File: src/rtl/pipe_pkg.sv
// Shared definitions for the CPU pipeline stage registers: field layout,
// NOP encoding and the stage occupancy encoding.
package pipe_pkg;

   localparam int FIELD_W_DEF = 32;

   typedef logic [31:0] word_t;

   localparam word_t NOP_INSTR = 32'h0000_0000;

   localparam int F_IR  = 0;
   localparam int F_PC  = 1;
   localparam int F_RD1 = 2;
   localparam int F_RD2 = 3;
   localparam int F_EXT = 4;

   // Encoded as {main_v, skid_v}; 2'b01 cannot be reached.
   typedef enum logic [1:0] {
      ST_EMPTY = 2'b00,
      ST_FULL  = 2'b10,
      ST_SKID  = 2'b11
   } stage_state_e;

endpackage

File: src/rtl/pipe_sat_cnt.sv
// Saturating up-counter with enable and synchronous clear.
module pipe_sat_cnt #(
   parameter int W = 32
) (
   input  logic         clk,
   input  logic         clear,
   input  logic         en,
   output logic [W-1:0] count
);

   always_ff @(posedge clk) begin
      if (clear)
         count <= '0;
      else if (en && (count != '1))
         count <= count + W'(1);
   end

endmodule

File: src/rtl/pipe_stage_reg.sv
// Pipeline stage register with a 1-entry skid buffer and synchronous flush.
// Define PIPE_PERF_EN to add the saturating stall_cnt / bubble_cnt outputs.
module pipe_stage_reg
   import pipe_pkg::*;
#(
   parameter int NUM_FIELDS = 5,
   parameter int FIELD_W    = FIELD_W_DEF,
   parameter int CNT_W      = 32
) (
   input  logic                          clk,
   input  logic                          reset,
   input  logic                          flush,
   input  logic                          in_valid,
   output logic                          in_ready,
   input  logic [NUM_FIELDS*FIELD_W-1:0] in_data,
   output logic                          out_valid,
   input  logic                          out_ready,
   output logic [NUM_FIELDS*FIELD_W-1:0] out_data
`ifdef PIPE_PERF_EN
   ,
   output logic [CNT_W-1:0]              stall_cnt,
   output logic [CNT_W-1:0]              bubble_cnt
`endif
);

   localparam int DW = NUM_FIELDS * FIELD_W;

   if (NUM_FIELDS < 1 || FIELD_W < 1 || CNT_W < 1) begin : g_param_check
      $error("pipe_stage_reg: NUM_FIELDS, FIELD_W and CNT_W must be positive");
   end

   stage_state_e   state, state_nxt;
   logic [DW-1:0]  main_d, main_nxt;
   logic [DW-1:0]  skid_d, skid_nxt;
   logic           acc, drn;

   // in_ready and out_valid are bits of the state register itself.
   assign out_valid = state[1];
   assign in_ready  = ~state[0];
   assign out_data  = main_d;

   assign acc = in_valid & in_ready;
   assign drn = out_valid & out_ready;

   // NOTE: every output of this block gets a default first so no latch is inferred.
   always_comb begin
      state_nxt = state;
      main_nxt  = main_d;
      skid_nxt  = skid_d;
      unique case (state)
         ST_EMPTY: begin
            if (acc) begin
               main_nxt  = in_data;
               state_nxt = ST_FULL;
            end
         end
         ST_FULL: begin
            if (acc && drn) begin
               main_nxt  = in_data;
            end else if (drn) begin
               main_nxt  = '0;
               state_nxt = ST_EMPTY;
            end else if (acc) begin
               skid_nxt  = in_data;
               state_nxt = ST_SKID;
            end
         end
         ST_SKID: begin
            if (drn) begin
               main_nxt  = skid_d;
               skid_nxt  = '0;
               state_nxt = ST_FULL;
            end
         end
         default: begin
            main_nxt  = '0;
            skid_nxt  = '0;
            state_nxt = ST_EMPTY;
         end
      endcase
   end

   // NOTE: data registers are cleared too, because out_data must read zero
   // (a NOP bubble) whenever the stage is empty; sequential state uses <= only.
   always_ff @(posedge clk) begin
      if (reset || flush) begin
         state  <= ST_EMPTY;
         main_d <= '0;
         skid_d <= '0;
      end else begin
         state  <= state_nxt;
         main_d <= main_nxt;
         skid_d <= skid_nxt;
      end
   end

`ifdef PIPE_PERF_EN
   // Counters see pre-flush state and are cleared by reset alone.
   pipe_sat_cnt #(.W(CNT_W)) u_stall_cnt (
      .clk   (clk),
      .clear (reset),
      .en    (out_valid & ~out_ready),
      .count (stall_cnt)
   );

   pipe_sat_cnt #(.W(CNT_W)) u_bubble_cnt (
      .clk   (clk),
      .clear (reset),
      .en    (~out_valid),
      .count (bubble_cnt)
   );
`endif

endmodule

File: config.mk
export PLATFORM = sky130hd
export DESIGN_NAME = pipe_stage_reg
export DESIGN_NICKNAME = d
export VERILOG_FILES = /design/src/rtl/pipe_pkg.sv /design/src/rtl/pipe_sat_cnt.sv /design/src/rtl/pipe_stage_reg.sv
export SDC_FILE = /design/constraint.sdc
export NUM_CORES = 1
export LEC_CHECK = 0
export BUFFER_PORTS_ARGS = -buffer_cell sky130_fd_sc_hd__buf_2
export CORE_ASPECT_RATIO = 0.9
export CORE_MARGIN = 2
export CORE_UTILIZATION = 31
export DETAILED_ROUTE_END_ITERATION = 7
export HOLD_SLACK_MARGIN = 0.05
export PLACE_DENSITY_LB_ADDON = 0.3
export SETUP_SLACK_MARGIN = 0.4
export SYNTH_ARGS = -nofsm -noshare
export SYNTH_HDL_FRONTEND = slang
export SYNTH_HIERARCHICAL = 1
export SYNTH_SLANG_ARGS = --single-unit
File: constraint.sdc
create_clock -name clk -period 2.15 [get_ports clk]
set_input_delay 0.43 -clock clk [delete_from_list [all_inputs] [get_ports clk]]
set_output_delay 0.43 -clock clk [all_outputs]
set_load 0.005 [all_outputs]
# == Yosys cells after proc, flatten, opt, wreduce, memory -nomap -nowiden ==
# Index checks and enable logic that the tools add are counted.
# word_totals
in_bits,165
ff_bits,322
out_inout_bits,162
# op_classes
mux,14
bitwise_logic,4
eq_ne,9
n_reduce_logical,6
# op_table
op,n
two-way mux 160 bit,6
one-hot mux 160 bit (3 select lines),2
two-way mux 2 bit,5
!= test 2 bit (second input constant),5
!= test 3 bit (second input constant),2
one-hot mux 2 bit (3 select lines),1
AND reduction 5 bit,1
equality test 2 bit (second input constant),2
AND reduction 4 bit,1
AND reduction 3 bit,1
bitwise AND 1 bit,2
logical NOT 2 bit,1
NOT 1 bit,2
logical AND 1 bit,1
logical OR 1 bit,1

# == Depth between registers and ports, before layout ==
# Gate-level depths: netlist of run 1.
# depth
depth_word,6
ltp_mapped,9

# == Worst setup path after synthesis of run 1 ==
# Ideal clock, no wire load.
# synth_timing
kind,register -> register
startpoint,register state[1]
endpoint,register main_d[100] (netlist: out_data[100])
setup_slack_ns,0.095
arrival_time_ns,1.985
stages_incl_launch_ff,10
cell_sequence,dfxtp_1 -> ha_1 -> buf_2 -> a21boi_1 -> a221o_1 -> or3_1 -> buf_2 -> buf_6 -> buf_6 -> o2bb2ai_1
# synth_via
elab_chain_len,4
word_cells_on_any_way,11
classes_between,5 x eq/ne; 2 x mux; 1 x bitwise; 3 x reduce/logical
# synth_rtl
item,line_no,source
start: declaration,pipe_stage_reg.sv:32,"stage_state_e state, state_nxt;"
start signal: assignment,pipe_stage_reg.sv:91,state <= state_nxt;
bitwise AND 1 bit,pipe_stage_reg.sv:43,assign drn = out_valid & out_ready;
logical AND 1 bit,pipe_stage_reg.sv:58,if (acc && drn) begin
!= test 3 bit (no line) / two-way mux 160 bit (equally long branches),-,
AND reduction 3 bit (no line) / one-hot mux 160 bit (3 select lines) (equally long branches),-,
end signal: assignment,pipe_stage_reg.sv:92,main_d <= main_nxt;
end: declaration,pipe_stage_reg.sv:33,"logic [DW-1:0] main_d, main_nxt;"
# Several ways; a longest one is shown, not always the timed one.
# A chain may end at the register's enable or synchronous reset.

# == Final worst setup path of run 1 ==
# layout_timing
startpoint,register state[1]
endpoint,register main_d[43] (netlist: out_data[43])
# Same word-level chain as after synthesis.

==> summary.md, run 1 <==
| Metric | Value |
|---|---|
| Status | finished, final reports clean |
| Via count | 12649 |
| Syn Inst Count | 1327 |
| Part of the cycle the worst path needs | 89.3% |
| Distinct cells, synth | 26 |
| Sink Count | 322 |
| Core Box Area | 40400 um^2 |
| Area taken by multi-input logic gates | 5800 um^2 |
| Synth warnings | 6 |
| Initial antenna violation count | 8 |
| Post-synthesis mux area share | 0% |
| Most common cell after layout, fill and taps aside | buf_2 |
| Htree depth | 2 |
| Largest family of logic cells by synthesized area | compound AO/OA/AOI/OAI gates |
| Total die area | 42400 um^2 |
| DRT antenna net count | 0 |
| CTS Buf Count | 38 |
| WL final | 50.5 mm |
| CTS root buffer | clkbuf_16 |
| Post-synth top area share | 51.0% |
| VDD IR max | 0.465 mV |
| WHS Path Cells | 3 |
| P&R area growth vs syn | 37.1% |
| Reg area | 6450 um^2 |
| Critical-path cell list | buf_12 > ha_4 > a221o_1 > or3_4 > buf_12 > o2bb2ai_1 |
| Most frequent CP cell | buf_12 |
| PD cells | 895 nW/um^2 |
| I/O Buffers | 326 |
| Clk pin slew, worst setup/hold paths | 60 ps |
| Clock Latency Late Sink | 540 ps |
| Static Leakage | 6.56 nW |
| FMAX | 0.521 GHz |
| Critical R2R Capture | out_data[43]$_SDFFE_PP0P_ |
| Hold EP | skid_d[139]$_SDFFE_PP0P_ |
| Drt wl/cell | 23.2 um |
| HPWL after DPL | 24.9 mm |
| Num ports | 327 |
| Clock Path Buffers | 3 |
| Critical path class | register to register |
| Worst EP required | 2610 ps |
| GRT Residual Overflow | 0 |
| Max-cap violation count | 0 |
| Top cells by area, synth | dfxtp_1 51%, o2bb2ai_1 11%, a22oi_1 9.5% |
| Setup TNS | 0 ps |
| Gpl congestion | 0.749 |
| Final Max Tran Viols | 0 |
| Initial Utilization | 31.3% |
| Max stage delay cell, worst path | or3_4 |
| Number of global-route vias before repair | 11943 |
| RSZ-0062 raised after global routing | true |
| Crit path DAT | 2380 ps |
| Via/cell ratio | 5.82 |
| Compound-gate portion of the synthesized area | 33.9% |
| Critical Path Fanout Max | 45 |
| Critical Path Source Type | register |
| Row cnt | 70 |
| Yosys reg bits | 322 |
| R2r setup slk | 230 ps |
| Crit end category | register |
| Sequential cell area fraction in the yosys report | 51.0% |
| Fill count | 3865 |
| Nets | 1769 |
| Reg2Reg Launch Point | state[1]$_SDFFE_PP0P_ |
| Post-synthesis net count | 1497 |
| Pre-CTS setup slack | 83.0 ps |
| Commonest cells after routing, fill and taps aside | 326 x buf_2, 320 x dfxtp_1, 160 x a22oi_1, 160 x nand4_1, 160 x a21oi_1 |
| Hold_sp | in_data[139] |
| Final routed DRC violation total | 0 |
| Post-Synth Adder-Cell Area | 0.495% |
| Initial DRC Count | 1142 |
| CTS tree | built |
| Final min period | 1920 ps |
| Cell area after layout | 17300 um^2 |
| Max stage delay on crit path | 420 ps |
| Syn_area_per_cell | 9.52 um^2 |
| Netlist Area Pre-Place | 12600 um^2 |
| Hold/Removal Path Class | input pin to register |
| Die height | 196 um |
| Clock Skew | 12.3 ps |
| Largest net degree at the start of global routing | 161 |
| Die X | 217 um |
| Area share of xor/xnor cells in the synthesized design | 0.0693% |
| Worst rel slew slack | 37.7% |
| Area leader, netlist | dfxtp_1 |
| Simple-Gate Fraction of Synth Area | 8.37% |
| Layout cells sized above 1 | 34.2% |
| First-pass iteration count of the detailed router | 5 |
| Worst setup slack after layout | 229 ps |
| First-pass GRT wire length | 69.9 mm |
| Placed Area | 14800 um^2 |
| Hold Fails Final Rpt | 0 |
| GRT Total Usage | 20.6% |
| Slew @ Worst Pin | 935 ps |
| R2R depth | 6 |
| # setup viols final | 0 |
state kept, by name, summed over array words and instances (netlist names):
register and flops:
skid_d 160, out_data 160, state 2
cells by family after synthesis:
logic type,after synthesis
compound gates,650
flops,322
buf+inv,179
simple gates,170
fa+ha+maj,5
xor+xnor,1
Yosys cell counts:
library cell / n
nand3_1: 1
o21a_1: 1
dfxtp_1: 322
nand2b_1: 1
or2_2: 3
ha_1: 5
nand2_1: 1
o2bb2ai_1: 160
buf_2: 15
a221oi_1: 2
nor2b_1: 2
or3_1: 1
xnor2_1: 1
inv_1: 2
o21ai_0: 160
clkbuf_1: 147
nor2_1: 1
buf_6: 11
a211oi_1: 1
a221o_1: 2
a41o_1: 1
a21boi_1: 2
buf_1: 4
a22oi_1: 160
nand4_1: 160
a21oi_1: 161
per-layer routing:
metal	vias up	track usage, %	part of all wire (%)
li1	5795	-	-
met1	6277	27.7	44
met2	508	31.4	46
met3	65	5.72	8.1
met4	4	7.31	1.6
met5	-	0	0.048
report_power, final:
part           total, W  internal, W  switching (W)
Combinational   0.00266      0.00102        0.00164
Sequential      0.00625      0.00614       0.000107
Clock           0.00660      0.00398        0.00262
critical path, delay by kind of cell (launching register included):
family	cells	cell delay, ps
AO/OA/AOI/OAI	2	500
adder cells (fa/ha/maj)	1	170
buffers and inverters	2	340
flip-flops	1	370
AND/OR/NAND/NOR	1	420
worst max-delay path by stage:
stage / from / end / depth (start not counted) / slack, ps
final: state[1]$_SDFFE_PP0P_ / out_data[43]$_SDFFE_PP0P_ / 6 / 230
after global routing: state[1]$_SDFFE_PP0P_ / out_data[43]$_SDFFE_PP0P_ / 6 / 150
after CTS: state[1]$_SDFFE_PP0P_ / out_data[56]$_SDFFE_PP0P_ / 6 / 250
after detailed placement: state[1]$_SDFFE_PP0P_ / out_data[68]$_SDFFE_PP0P_ / 6 / 80
after global placement: out_ready / out_data[97]$_SDFFE_PP0P_ / 6 / 110
after floorplan: state[1]$_SDFFE_PP0P_ / out_data[100]$_SDFFE_PP0P_ / 9 / 240
stage by stage:
stage | power, W | std cells | util, % | hold slack [ps]
floorplan | 0.00750 | 1327 | - | 450
global placement | 0.00834 | 2051 | 36.6 | 439
detailed placement | 0.00834 | 2051 | 36.6 | 441
CTS | 0.0152 | 2131 | 40.6 | 119
global route | 0.0161 | 2173 | 42.9 | 141
finish | 0.0155 | 2173 | 42.9 | 158
timing repair:
action | CTS | global route
gates cloned | 5 | 18
pin swaps | 0 | 2
resized for setup | 51 | 125
setup endpoints to repair | 322 | 322
buffers inserted | 7 | 18
hold buffers | 0 | 0
area by class of cell:
cell class	instances	area share, %
tap	540	3.90
clock inverter	15	0.939
clock buffer	53	6.41
multi-input combinational	826	33.5
timing repair buffer	409	17.9
sequential	322	37.3
inverter	2	0.0433
antenna	6	0.0867
Note: power is estimated with default switching activity, not from simulation.
==> run 2: changes to the inputs <==
--- a/config.mk
+++ b/config.mk
@@ -6,6 +6,8 @@
 export NUM_CORES = 1
 export LEC_CHECK = 0
 export BUFFER_PORTS_ARGS = -buffer_cell sky130_fd_sc_hd__buf_2
+export CELL_PAD_IN_SITES_DETAIL_PLACEMENT = 1
+export CELL_PAD_IN_SITES_GLOBAL_PLACEMENT = 1
 export CORE_ASPECT_RATIO = 0.9
 export CORE_MARGIN = 2
 export CORE_UTILIZATION = 31
==> run 2 against run 1 <==
Against the previous run: sequential power is essentially flat; core utilization grew 7.3 points; flip-flop and latch count is the same; cell area grew 17%; highest routed layer unchanged; critical endpoint is now out_data[105]$_SDFFE_PP0P_; combinational power grew 47%; count of clock-buffer cells in the layout shrank 3; critical path depth grew 2.
==> summary.md, run 2 (synthesized netlist as in run 1, its figures left out) <==
| Metric | Value |
|---|---|
| Status | finished, final reports clean (unchanged) |
| Number of global-route vias before repair | 14036 (was 11943) |
| CTS tree | built (unchanged) |
| Hold Fails Final Rpt | 0 (unchanged) |
| Most common cell after layout, fill and taps aside | buf_2 (unchanged) |
| GRT Total Usage | 28.1% (was 20.6%) |
| Hold_ws | 169 ps (was 158 ps) |
| Reg2Reg Launch Point | state[1]$_SDFFE_PP0P_ (unchanged) |
| Via count | 13749 (was 12649) |
| Part of the cycle the worst path needs | 97.5% (was 89.3%) |
| Nets | 1852 (was 1769) |
| Max stage delay cell, worst path | or3_4 (unchanged) |
| I/O Buffers | 326 (unchanged) |
| Slew @ Worst Pin | 1060 ps (was 935 ps) |
| Clock Latency Late Sink | 540 ps (about the same) |
| Setup TNS | 0 ps (unchanged) |
| First-pass iteration count of the detailed router | 5 (unchanged) |
| P&R area growth vs syn | 60.5% (was 37.1%) |
| Most frequent CP cell | buf_12 (unchanged) |
| WL final | 63.8 mm (was 50.5 mm) |
| Crit path from | state[1]$_SDFFE_PP0P_ (unchanged) |
| Commonest cells after routing, fill and taps aside | 326 x buf_2, 320 x dfxtp_1, 160 x nand4_1 (was 326 x buf_2, 320 x dfxtp_1, 160 x a22oi_1, 160 x nand4_1, 160 x a21oi_1) |
| Row cnt | 70 (unchanged) |
| DRT antenna net count | 0 (unchanged) |
| Gpl congestion | 0.765 (was 0.749) |
| Critical Path Fanout Max | 5 (was 45) |
| Overall Power | 0.0174 W (was 0.0155 W) |
| Fill count | 4308 (was 3865) |
| Hold_sp | in_data[24] (was in_data[139]) |
| Layout cells sized above 1 | 44.1% (was 34.2%) |
| Final Util | 50.2% (was 42.9%) |
| Htree depth | 2 (unchanged) |
| Cell area after layout | 20300 um^2 (was 17300 um^2) |
| Placed Area | 15000 um^2 (was 14800 um^2) |
| # setup viols final | 0 (unchanged) |
| CTS Buf Count | 39 (was 38) |
| Initial Utilization | 31.3% (unchanged) |
| PD cells | 859 nW/um^2 (was 895 nW/um^2) |
| Critical Path Source Type | register (unchanged) |
| VDD IR max | 0.451 mV (was 0.465 mV) |
| Die height | 196 um (unchanged) |
| Critical path class | register to register (unchanged) |
| Die X | 217 um (unchanged) |
| First-pass GRT wire length | 91.4 mm (was 69.9 mm) |
| FMAX | 0.477 GHz (was 0.521 GHz) |
| Clock Path Buffers | 3 (unchanged) |
| Final routed DRC violation total | 0 (unchanged) |
| Initial DRC Count | 1245 (was 1142) |
| Worst EP required | 2630 ps (was 2610 ps) |
| Static Leakage | 7.76 nW (was 6.56 nW) |
| Crit end category | register (unchanged) |
| Core Box Area | 40400 um^2 (unchanged) |
| Sink Count | 322 (unchanged) |
| Critical-path cell list | buf_12 > ha_4 > a221o_1 > or3_4 > buf_6 > buf_12 > buf_16 > o2bb2ai_4 (was buf_12 > ha_4 > a221o_1 > or3_4 > buf_12 > o2bb2ai_1) |
| Max-cap violation count | 0 (unchanged) |
| Hold/Removal Path Class | input pin to register (unchanged) |
| CTS root buffer | clkbuf_16 (unchanged) |
| HPWL after DPL | 28.1 mm (was 24.9 mm) |
| Final min period | 2100 ps (was 1920 ps) |
| RSZ-0062 raised after global routing | true (unchanged) |
| Num ports | 327 (unchanged) |
| Largest net degree at the start of global routing | 163 (was 161) |
| Drt wl/cell | 28.3 um (was 23.2 um) |
| Via/cell ratio | 6.09 (was 5.82) |
| Max stage delay on crit path | 420 ps (about the same) |
| GRT Residual Overflow | 0 (unchanged) |
| Clock Skew | 12.7 ps (was 12.3 ps) |
| Clk pin slew, worst setup/hold paths | 60 ps (about the same) |
| Final Max Tran Viols | 0 (unchanged) |
| Worst rel slew slack | 29.4% (was 37.7%) |
| Initial antenna violation count | 7 (was 8) |
| Crit path DAT | 2570 ps (was 2380 ps) |
| Total die area | 42400 um^2 (unchanged) |
[run 2: cell count changes in the layout (fill, tap and decap cells not counted), sizes merged]
cell      before  now
bufbuf         1    0
clkinv        10    8
diode          6    5
buf          396  481
inv            2    7
clkbuf        65   58
or3            1    3
clkinvlp       2    1
bufinv         3    7
[run 2: critical path, delay by kind of cell, from the launching register on]
family	cells	cell delay [ps]
simple gates	1	420
compound gates	2	490
flops	1	370
fa+ha+maj	1	150
buf+inv	4	580
[run 2: per-stage QoR]
stage | worst slack [ps] | instances
6_report | 54.5 | 2257
5_1_grt | 27.8 | 2255
4_1_cts | 135 | 2233
3_5_place_dp | 80.3 | 2057
3_3_place_gp | 152 | 2057
2_1_floorplan | 242 | 1327
[run 2: path summary, 6_finish.rpt]
path / slack [ps] / depth (start not counted) / to
max: 50 / 8 / out_data[105]$_SDFFE_PP0P_
min: 170 / 3 / skid_d[24]$_SDFFE_PP0P_
max reg2reg: 50 / 8 / out_data[105]$_SDFFE_PP0P_
min reg2reg: 460 / 1 / out_data[20]$_SDFFE_PP0P_
[run 2: timing repair]
action / in CTS / in global routing
resized for setup: 219 / 126
cloned: 50 / 12
hold buffers: 0 / 0
buffers inserted: 55 / 7
pin swaps: 256 / 58
endpoints found under the setup margin: 320 / 323
[run 2: power breakdown]
part | switching, W | internal (W) | leakage (nW)
registers | 0.000141 | 0.00614 | 2.61
clock network | 0.00282 | 0.00441 | 0.683
logic | 0.00213 | 0.00177 | 4.47
[run 2: area by class of cell]
type / instances / area [um^2] / share of cell area [%]
multi-input cells: 828 / 6760 / 33.3
flip-flops and latches: 322 / 6450 / 31.8
clock buffers: 50 / 1080 / 5.31
repair buffers: 489 / 4990 / 24.6
inverters: 2 / 10.0 / 0.0494
well taps: 540 / 676 / 3.33
clock inverters: 21 / 299 / 1.47
diodes: 5 / 12.5 / 0.0617
[run 2: metal layers]
layer | GRT usage, % | vias to the layer above | share of wire [%]
li1 | - | 5972 | -
met1 | 35.9 | 7040 | 42
met2 | 47.0 | 584 | 48
met3 | 5.23 | 149 | 6.4
met4 | 10.3 | 4 | 3.8
met5 | 0 | - | 0.049
